[config.mk]
export PLATFORM = sky130hd
export DESIGN_NAME = port_rd_scheduler_flat
export DESIGN_NICKNAME = d
export VERILOG_FILES = /design/src/rtl/port_rd_scheduler_if.sv /design/src/rtl/port_rd_scheduler.sv /design/src/flat_wrapper.sv
export SDC_FILE = /design/constraint.sdc
export NUM_CORES = 1
export LEC_CHECK = 0
export CELL_PAD_IN_SITES_DETAIL_PLACEMENT = 0
export CELL_PAD_IN_SITES_GLOBAL_PLACEMENT = 1
export CORE_MARGIN = 10
export CORE_UTILIZATION = 30
export DETAILED_ROUTE_END_ITERATION = 16
export GPL_TIMING_DRIVEN = 0
export PLACE_DENSITY = 0.65
export SLEW_MARGIN = 40
export SYNTH_ARGS = -nofsm -noshare
export SYNTH_HDL_FRONTEND = slang
export SYNTH_SLANG_ARGS = --single-unit
[constraint.sdc]
create_clock -name clk -period 2.86 [get_ports clk]
set_input_delay 0.858 -clock clk [delete_from_list [all_inputs] [get_ports clk]]
set_output_delay 0.858 -clock clk [all_outputs]
set_load 0.02 [all_outputs]
[src/rtl/port_rd_scheduler_if.sv]
// Read-request handshake between one port's scheduler and the shared read datapath.
interface port_rd_scheduler_if;
  logic       ready;
  logic [7:0] queue_empty;
  logic       sched_req;
  logic [2:0] sched_prior;
  logic       sched_ack;
  logic       packet_done;

  modport master (
    input  ready, queue_empty, sched_ack, packet_done,
    output sched_req, sched_prior
  );

  modport slave (
    output ready, queue_empty, sched_ack, packet_done,
    input  sched_req, sched_prior
  );
endinterface

[src/rtl/port_rd_scheduler.sv]
// Per-port read scheduler over 8 priority queues: strict priority or credit-based WRR,
// one outstanding packet-read request at a time.
module port_rd_scheduler #(
  parameter int BASE_WEIGHT = 8,
  parameter int CNT_WIDTH   = 16
) (
  input  logic                 clk,
  input  logic                 rst,
  input  logic                 wrr_enable,
  port_rd_scheduler_if.master  rd,
  output logic                 busy,
  output logic [CNT_WIDTH-1:0] grant_count
);

  typedef enum logic [1:0] {IDLE, ARB, REQ, XFER} state_t;

  state_t               state, state_nxt;
  logic [3:0]           credit     [8];
  logic [3:0]           credit_nxt [8];
  logic                 sched_req_nxt;
  logic [2:0]           sched_prior_nxt;
  logic                 busy_nxt;
  logic [CNT_WIDTH-1:0] grant_count_nxt;
  logic [7:0]           cand;
  logic [2:0]           cand_idx;

  function automatic logic [3:0] weight(input int p);
    return 4'(BASE_WEIGHT - p);
  endfunction

  // Eligible queues; in WRR mode a queue with no credit left sits out until reload.
  always_comb begin
    cand     = '0;
    cand_idx = '0;
    for (int p = 0; p < 8; p++) begin
      cand[p] = ~rd.queue_empty[p] & (~wrr_enable | (credit[p] != 4'd0));
    end
    for (int p = 7; p >= 0; p--) begin
      if (cand[p]) cand_idx = 3'(p);
    end
  end

  always_comb begin
    state_nxt       = state;
    sched_req_nxt   = rd.sched_req;
    sched_prior_nxt = rd.sched_prior;
    busy_nxt        = busy;
    grant_count_nxt = grant_count;
    for (int p = 0; p < 8; p++) credit_nxt[p] = credit[p];

    case (state)
      IDLE: begin
        if (rd.ready && (rd.queue_empty != 8'hFF)) state_nxt = ARB;
      end
      ARB: begin
        if (cand != 8'h00) begin
          sched_prior_nxt = cand_idx;
          sched_req_nxt   = 1'b1;
          busy_nxt        = 1'b1;
          state_nxt       = REQ;
        end else if (rd.queue_empty != 8'hFF) begin
          // Every backlogged queue is out of credit: start a new round, select next cycle.
          for (int p = 0; p < 8; p++) credit_nxt[p] = weight(p);
        end else begin
          state_nxt = IDLE;
        end
      end
      REQ: begin
        if (rd.sched_ack) begin
          sched_req_nxt   = 1'b0;
          grant_count_nxt = grant_count + 1'b1;
          if (wrr_enable) credit_nxt[rd.sched_prior] = credit[rd.sched_prior] - 4'd1;
          state_nxt = XFER;
        end else if (rd.queue_empty[rd.sched_prior]) begin
          sched_req_nxt = 1'b0;
          busy_nxt      = 1'b0;
          state_nxt     = IDLE;
        end
      end
      XFER: begin
        if (rd.packet_done) begin
          busy_nxt  = 1'b0;
          state_nxt = IDLE;
        end
      end
      default: state_nxt = IDLE;
    endcase
  end

  always_ff @(posedge clk) begin
    if (rst) begin
      state          <= IDLE;
      rd.sched_req   <= 1'b0;
      rd.sched_prior <= 3'd0;
      busy           <= 1'b0;
      grant_count    <= '0;
      for (int p = 0; p < 8; p++) credit[p] <= weight(p);
    end else begin
      state          <= state_nxt;
      rd.sched_req   <= sched_req_nxt;
      rd.sched_prior <= sched_prior_nxt;
      busy           <= busy_nxt;
      grant_count    <= grant_count_nxt;
      for (int p = 0; p < 8; p++) credit[p] <= credit_nxt[p];
    end
  end

endmodule

[src/flat_wrapper.sv]
// flat-port wrapper written by rule: the top's interface ports become plain ports
module port_rd_scheduler_flat 
#(
  parameter int BASE_WEIGHT = 8,
  parameter int CNT_WIDTH   = 16
)
  (clk, rst, wrr_enable, busy, grant_count, rd_ready, rd_queue_empty, rd_sched_ack, rd_packet_done, rd_sched_req, rd_sched_prior);
  port_rd_scheduler_if rd_i ();
  input  logic clk;
  input  logic rst;
  input  logic wrr_enable;
  output logic busy;
  output logic [CNT_WIDTH-1:0] grant_count;
  input wire logic [$bits(rd_i.ready)-1:0] rd_ready;
  input wire logic [$bits(rd_i.queue_empty)-1:0] rd_queue_empty;
  input wire logic [$bits(rd_i.sched_ack)-1:0] rd_sched_ack;
  input wire logic [$bits(rd_i.packet_done)-1:0] rd_packet_done;
  output wire logic [$bits(rd_i.sched_req)-1:0] rd_sched_req;
  output wire logic [$bits(rd_i.sched_prior)-1:0] rd_sched_prior;
  assign rd_i.ready = rd_ready;
  assign rd_i.queue_empty = rd_queue_empty;
  assign rd_i.sched_ack = rd_sched_ack;
  assign rd_i.packet_done = rd_packet_done;
  assign rd_sched_req = rd_i.sched_req;
  assign rd_sched_prior = rd_i.sched_prior;
  port_rd_scheduler #(.BASE_WEIGHT(BASE_WEIGHT), .CNT_WIDTH(CNT_WIDTH)) u_core (.clk(clk), .rst(rst), .wrr_enable(wrr_enable), .rd(rd_i), .busy(busy), .grant_count(grant_count));
endmodule
==> results of run 1 <==
-- area by class of cell --
cell class,instances,area (um2)
fillers,1070,6030
inverters,8,30.0
well taps,133,166
clock buffers,12,155
multi-input cells,258,1890
flip-flops and latches,58,1160
clock inverters,3,15.0
plain buffers,20,91.3
repair buffers,35,363
-- worst max-delay path: stages (launching register included) --
cell	delay (ps)
sky130_fd_sc_hd__dfxtp_1	330
sky130_fd_sc_hd__nor4_1	630
sky130_fd_sc_hd__a21oi_2	170
sky130_fd_sc_hd__or4_4	560
sky130_fd_sc_hd__o32a_1	360
sky130_fd_sc_hd__buf_4	160
sky130_fd_sc_hd__or3_1	340
sky130_fd_sc_hd__a21o_1	180
-- metal layers --
layer  part of all wire, %  wire length [um]  vias to the layer above
li1                      -                 -                     1387
met1                    46              4680                     1442
met2                    45              4620                      136
met3                   8.1               830                       14
met4                   1.3               131                        0
met5                     0                 0                        -
-- how the worst min path moves through the flow --
stage	from	end	cells after the start
finish	u_core.credit[4][3]$_SDFFE_PP0P_	u_core.credit[4][3]$_SDFFE_PP0P_	2
global route	u_core.credit[4][3]$_SDFFE_PP0P_	u_core.credit[4][3]$_SDFFE_PP0P_	2
CTS	u_core.credit[4][0]$_SDFFE_PP0P_	u_core.credit[4][0]$_SDFFE_PP0P_	2
detailed placement	u_core.credit[4][0]$_SDFFE_PP0P_	u_core.credit[4][0]$_SDFFE_PP0P_	2
global placement	u_core.credit[4][0]$_SDFFE_PP0P_	u_core.credit[4][0]$_SDFFE_PP0P_	2
floorplan	u_core.credit[4][0]$_SDFFE_PP0P_	u_core.credit[4][0]$_SDFFE_PP0P_	2
-- logic make-up (layout without fill, tap and decap cells) --
kind of cell               after synthesis  after routing
adders and majority gates                7              7
buffers and inverters                   31             78
and+or+nand+nor                        135            135
xor gates and xnor gates                15             15
muxes                                   18             18
AOI/OAI and AO/OA                       83             83
DFF                                     58             58
-- metrics by stage --
step / power (W) / TNS (ps) / utilization, %
2_1_floorplan: 0.00113 / 0 / -
3_3_place_gp: 0.00130 / -17880 / 36.1
3_5_place_dp: 0.00130 / -14050 / 36.2
4_1_cts: 0.00201 / -74.2 / 38.3
5_1_grt: 0.00209 / 0 / 39.1
6_report: 0.00201 / 0 / 39.1
-- power groups by stage --
| stage | Sequential [W] | Clock, W | Combinational, W |
|---|---|---|---|
| after global placement | 0.000858 | 0 | 0.000445 |
| final | 0.000849 | 0.000685 | 0.000471 |
| after detailed placement | 0.000859 | 0 | 0.000446 |
| after global routing | 0.000853 | 0.000734 | 0.000503 |
| after floorplan | 0.000865 | 0 | 0.000270 |
| after CTS | 0.000850 | 0.000701 | 0.000456 |
-- repair_timing --
item / 4_1_cts / 5_1_grt
pin swaps: 0 / 3
gates resized for setup: 9 / 21
endpoints found under the setup margin: 29 / 30
setup buffers: 0 / 2
-- state kept, by name, indices dropped and copies added (netlist names), named ones only --
signal                 cells
u_core.credit             32
u_core.grant_count        16
u_core.rd.sched_prior      3
u_core.state               2
u_core.busy                1
u_core.rd.sched_req        1
-- cells in the final DEF (no fill, tap or decap), types with 7 or more instances in the layout --
cell                              synthesis  final
sky130_fd_sc_hd__dfxtp_1                 58     56
sky130_fd_sc_hd__xor2_1                  12     11
sky130_fd_sc_hd__dlymetal6s2s_1           0      7
sky130_fd_sc_hd__nand3_1                 16     16
sky130_fd_sc_hd__a21oi_2                  0      9
sky130_fd_sc_hd__nor2_1                  35     34
sky130_fd_sc_hd__clkbuf_8                 0     11
sky130_fd_sc_hd__nor4_1                  10      7
sky130_fd_sc_hd__a21oi_1                 25     16
sky130_fd_sc_hd__inv_1                    8      8
sky130_fd_sc_hd__clkdlybuf4s50_1          0     26
sky130_fd_sc_hd__nand2_1                 18     18
sky130_fd_sc_hd__mux4_2                   9      9
sky130_fd_sc_hd__nand4_1                 10     10
sky130_fd_sc_hd__o21ai_0                 18     17
sky130_fd_sc_hd__clkbuf_1                17     15
==> run_summary.xml, run 1 <==
<?xml version="1.0" encoding="UTF-8"?>
<metrics>
  <group name="sta">
    <metric name="final.setup.worst_slack" unit="ps">17.6</metric>
    <metric name="final_hold_viol_count" unit="">0</metric>
    <metric name="worst_hold_margin" unit="ps">482</metric>
    <metric name="worst_slew_margin_relative_to_its_limit" unit="%">52.0</metric>
    <metric name="fin_crit" unit="ps">2840</metric>
    <metric name="fin_crit_sh" unit="%">99.4</metric>
    <metric name="rsz0062_at_grt" unit="">no</metric>
    <metric name="finalSetupViolations" unit="">0</metric>
    <metric name="clock-skew-final" unit="ps">10.3</metric>
    <metric name="measured_slew_at_the_worst_slew_check_pin" unit="ps">720</metric>
    <metric name="timing.fmax" unit="MHz">352</metric>
    <metric name="slew_viol_final" unit="">0</metric>
  </group>
  <group name="route">
    <metric name="final_antenna_net_count" unit="">0</metric>
    <metric name="wl" unit="um">10300</metric>
    <metric name="viasPerCell" unit="">5.65</metric>
    <metric name="dr_total_vias" unit="">2979</metric>
    <metric name="detail_route.first_pass.iterations" unit="">5</metric>
    <metric name="dr.first_iter.drc_count" unit="">263</metric>
    <metric name="drcViolationCount" unit="">0</metric>
    <metric name="wire_per_inst" unit="um">19.5</metric>
  </group>
  <group name="synth">
    <metric name="synth_xor_area_share" unit="%">4.26</metric>
    <metric name="yosys_register_bits" unit="">58</metric>
    <metric name="syn-num-nets" unit="">368</metric>
    <metric name="ys_async_sr_fraction" unit="%">0</metric>
    <metric name="post_synth_instance_area" unit="mm2">0.00308</metric>
    <metric name="avgSynthCellArea" unit="um2">8.88</metric>
    <metric name="yosys.area_share.simple" unit="%">23.3</metric>
    <metric name="number_of_enable_type_register_cells_in_the_synthesized_netlist" unit="">0</metric>
    <metric name="synth_adder_area_share" unit="%">2.84</metric>
    <metric name="synth_flop_cell" unit="">sky130_fd_sc_hd__dfxtp_1</metric>
    <metric name="combinational_family_with_the_most_area_after_synthesis" unit="">simple AND/OR/NAND/NOR gates</metric>
    <metric name="postSynthCellCount" unit="">347</metric>
    <metric name="synth.yosys.seq_area_share" unit="%">37.7</metric>
    <metric name="compound_gate_fraction_of_synth_area" unit="%">18.3</metric>
    <metric name="yosys.cell_count.top_type" unit="">sky130_fd_sc_hd__dfxtp_1</metric>
    <metric name="synth_largest_area_cell" unit="">sky130_fd_sc_hd__dfxtp_1</metric>
    <metric name="synth_mux_area_share" unit="%">9.62</metric>
    <metric name="yosysUniqueCellTypes" unit="">56</metric>
    <metric name="synth_common_cells" unit="">sky130_fd_sc_hd__dfxtp_1, sky130_fd_sc_hd__nor2_1, sky130_fd_sc_hd__a21oi_1</metric>
    <metric name="synth-warning-count" unit="">0</metric>
    <metric name="synth_top_cells_by_area" unit="">sky130_fd_sc_hd__dfxtp_1, sky130_fd_sc_hd__mux4_2, sky130_fd_sc_hd__nor2_1</metric>
    <metric name="yosys.area.top_type_share" unit="%">37.7</metric>
  </group>
  <group name="global_route">
    <metric name="antenna_found_initial" unit="">0</metric>
    <metric name="use_met2" unit="%">22.3</metric>
    <metric name="first_global_vias" unit="">2981</metric>
    <metric name="grt.total_usage" unit="%">14.2</metric>
    <metric name="grt-ovfl-total" unit="">0</metric>
    <metric name="global_route.usage.met3" unit="%">3.35</metric>
    <metric name="grt_start_max_net_pins" unit="">11</metric>
    <metric name="grt_first_pass_wirelength" unit="um">16400</metric>
    <metric name="grt_util_met1" unit="%">18.5</metric>
    <metric name="top_usage_layer" unit="">met2</metric>
  </group>
  <group name="clock_tree">
    <metric name="clockBufferDepth" unit="">2</metric>
    <metric name="tritoncts_clock_tree" unit="">yes</metric>
    <metric name="inserted_clock_buffers" unit="">9</metric>
    <metric name="path_clk_slew" unit="ps">70</metric>
    <metric name="numClockSinks" unit="">58</metric>
    <metric name="clock_tree.root_cell" unit="">sky130_fd_sc_hd__clkbuf_8</metric>
    <metric name="clk-insertion-delay-late" unit="ps">350</metric>
    <metric name="htree_levels" unit="">3</metric>
    <metric name="cts_hold_buffers" unit="">0</metric>
  </group>
  <group name="power">
    <metric name="vdd.ir_drop.worst" unit="V">0.000249</metric>
    <metric name="power_density" unit="mW/mm2">517</metric>
    <metric name="p_comb_share" unit="%">23.5</metric>
    <metric name="share_seq_of_total_power" unit="%">42.3</metric>
    <metric name="power_report.internal_total" unit="W">0.00135</metric>
    <metric name="sw_frac_of_total" unit="%">32.9</metric>
    <metric name="net-switching-power" unit="W">0.000660</metric>
    <metric name="static_leak" unit="nW">1.31</metric>
    <metric name="pwr-share-clk" unit="%">34.2</metric>
  </group>
  <group name="critical_path">
    <metric name="r2r-end" unit="">u_core.credit[7][0]$_SDFFE_PP1P_</metric>
    <metric name="reg2regPathDepth" unit="">7</metric>
    <metric name="worstSetupStartpointType" unit="">flop</metric>
    <metric name="worstPathMaxFanout" unit="">5</metric>
    <metric name="cp-end-kind" unit="">flop</metric>
    <metric name="critPathCapture" unit="">u_core.credit[7][0]$_SDFFE_PP1P_</metric>
    <metric name="crit_required" unit="ps">3100</metric>
    <metric name="critical_path_arrival" unit="ps">3080</metric>
    <metric name="reg2reg_setup_slack" unit="ps">20</metric>
    <metric name="critical_path.startpoint" unit="">u_core.credit[0][0]$_SDFFE_PP0P_</metric>
    <metric name="critPathKind" unit="">flop to flop</metric>
    <metric name="rr_startpoint" unit="">u_core.credit[0][0]$_SDFFE_PP0P_</metric>
  </group>
  <group name="job">
    <metric name="drv.max_cap_violation_count" unit="">0</metric>
  </group>
  <group name="place">
    <metric name="placedInstanceArea" unit="mm2">0.00359</metric>
    <metric name="place_inst" unit="">513</metric>
    <metric name="detailedPlace.worstSlack" unit="ps">-496</metric>
    <metric name="dp_hpwl" unit="um">7560</metric>
    <metric name="place_congestion" unit="">0.844</metric>
    <metric name="port-buffer-count" unit="">33</metric>
  </group>
  <group name="run_status">
    <metric name="status" unit="">finished clean</metric>
  </group>
  <group name="finish">
    <metric name="stdcell_area" unit="mm2">0.00388</metric>
    <metric name="final_cells" unit="">527</metric>
    <metric name="num-nets-final" unit="">411</metric>
    <metric name="layout-area-overhead-vs-synth" unit="%">25.7</metric>
    <metric name="drive_gt1_share" unit="%">15.2</metric>
    <metric name="n_antenna_cell" unit="">0</metric>
  </group>
  <group name="floorplan">
    <metric name="floorplan.io_pins" unit="">35</metric>
    <metric name="die_area" unit="mm2">0.0147</metric>
    <metric name="floorplan.die.width" unit="um">121</metric>
    <metric name="std_cell_rows" unit="">36</metric>
    <metric name="die_h" unit="um">121</metric>
    <metric name="initial_core_util" unit="%">31.1</metric>
    <metric name="design.core.area" unit="mm2">0.00991</metric>
  </group>
  <group name="min_path">
    <metric name="min-delay-path-class" unit="">flop to flop</metric>
  </group>
</metrics>
Power figures use the tool's default switching activity.
==> inputs of run 2 (changes only) <==
--- a/config.mk
+++ b/config.mk
@@ -5,10 +5,12 @@
 export SDC_FILE = /design/constraint.sdc
 export NUM_CORES = 1
 export LEC_CHECK = 0
+export CAP_MARGIN = 20
 export CELL_PAD_IN_SITES_DETAIL_PLACEMENT = 0
 export CELL_PAD_IN_SITES_GLOBAL_PLACEMENT = 1
 export CORE_MARGIN = 10
 export CORE_UTILIZATION = 30
+export CTS_CLUSTER_DIAMETER = 100
 export DETAILED_ROUTE_END_ITERATION = 16
 export GPL_TIMING_DRIVEN = 0
 export PLACE_DENSITY = 0.65
==> results of run 2 <==
The final DEF is identical to that of run 1; final timing and power are the same.
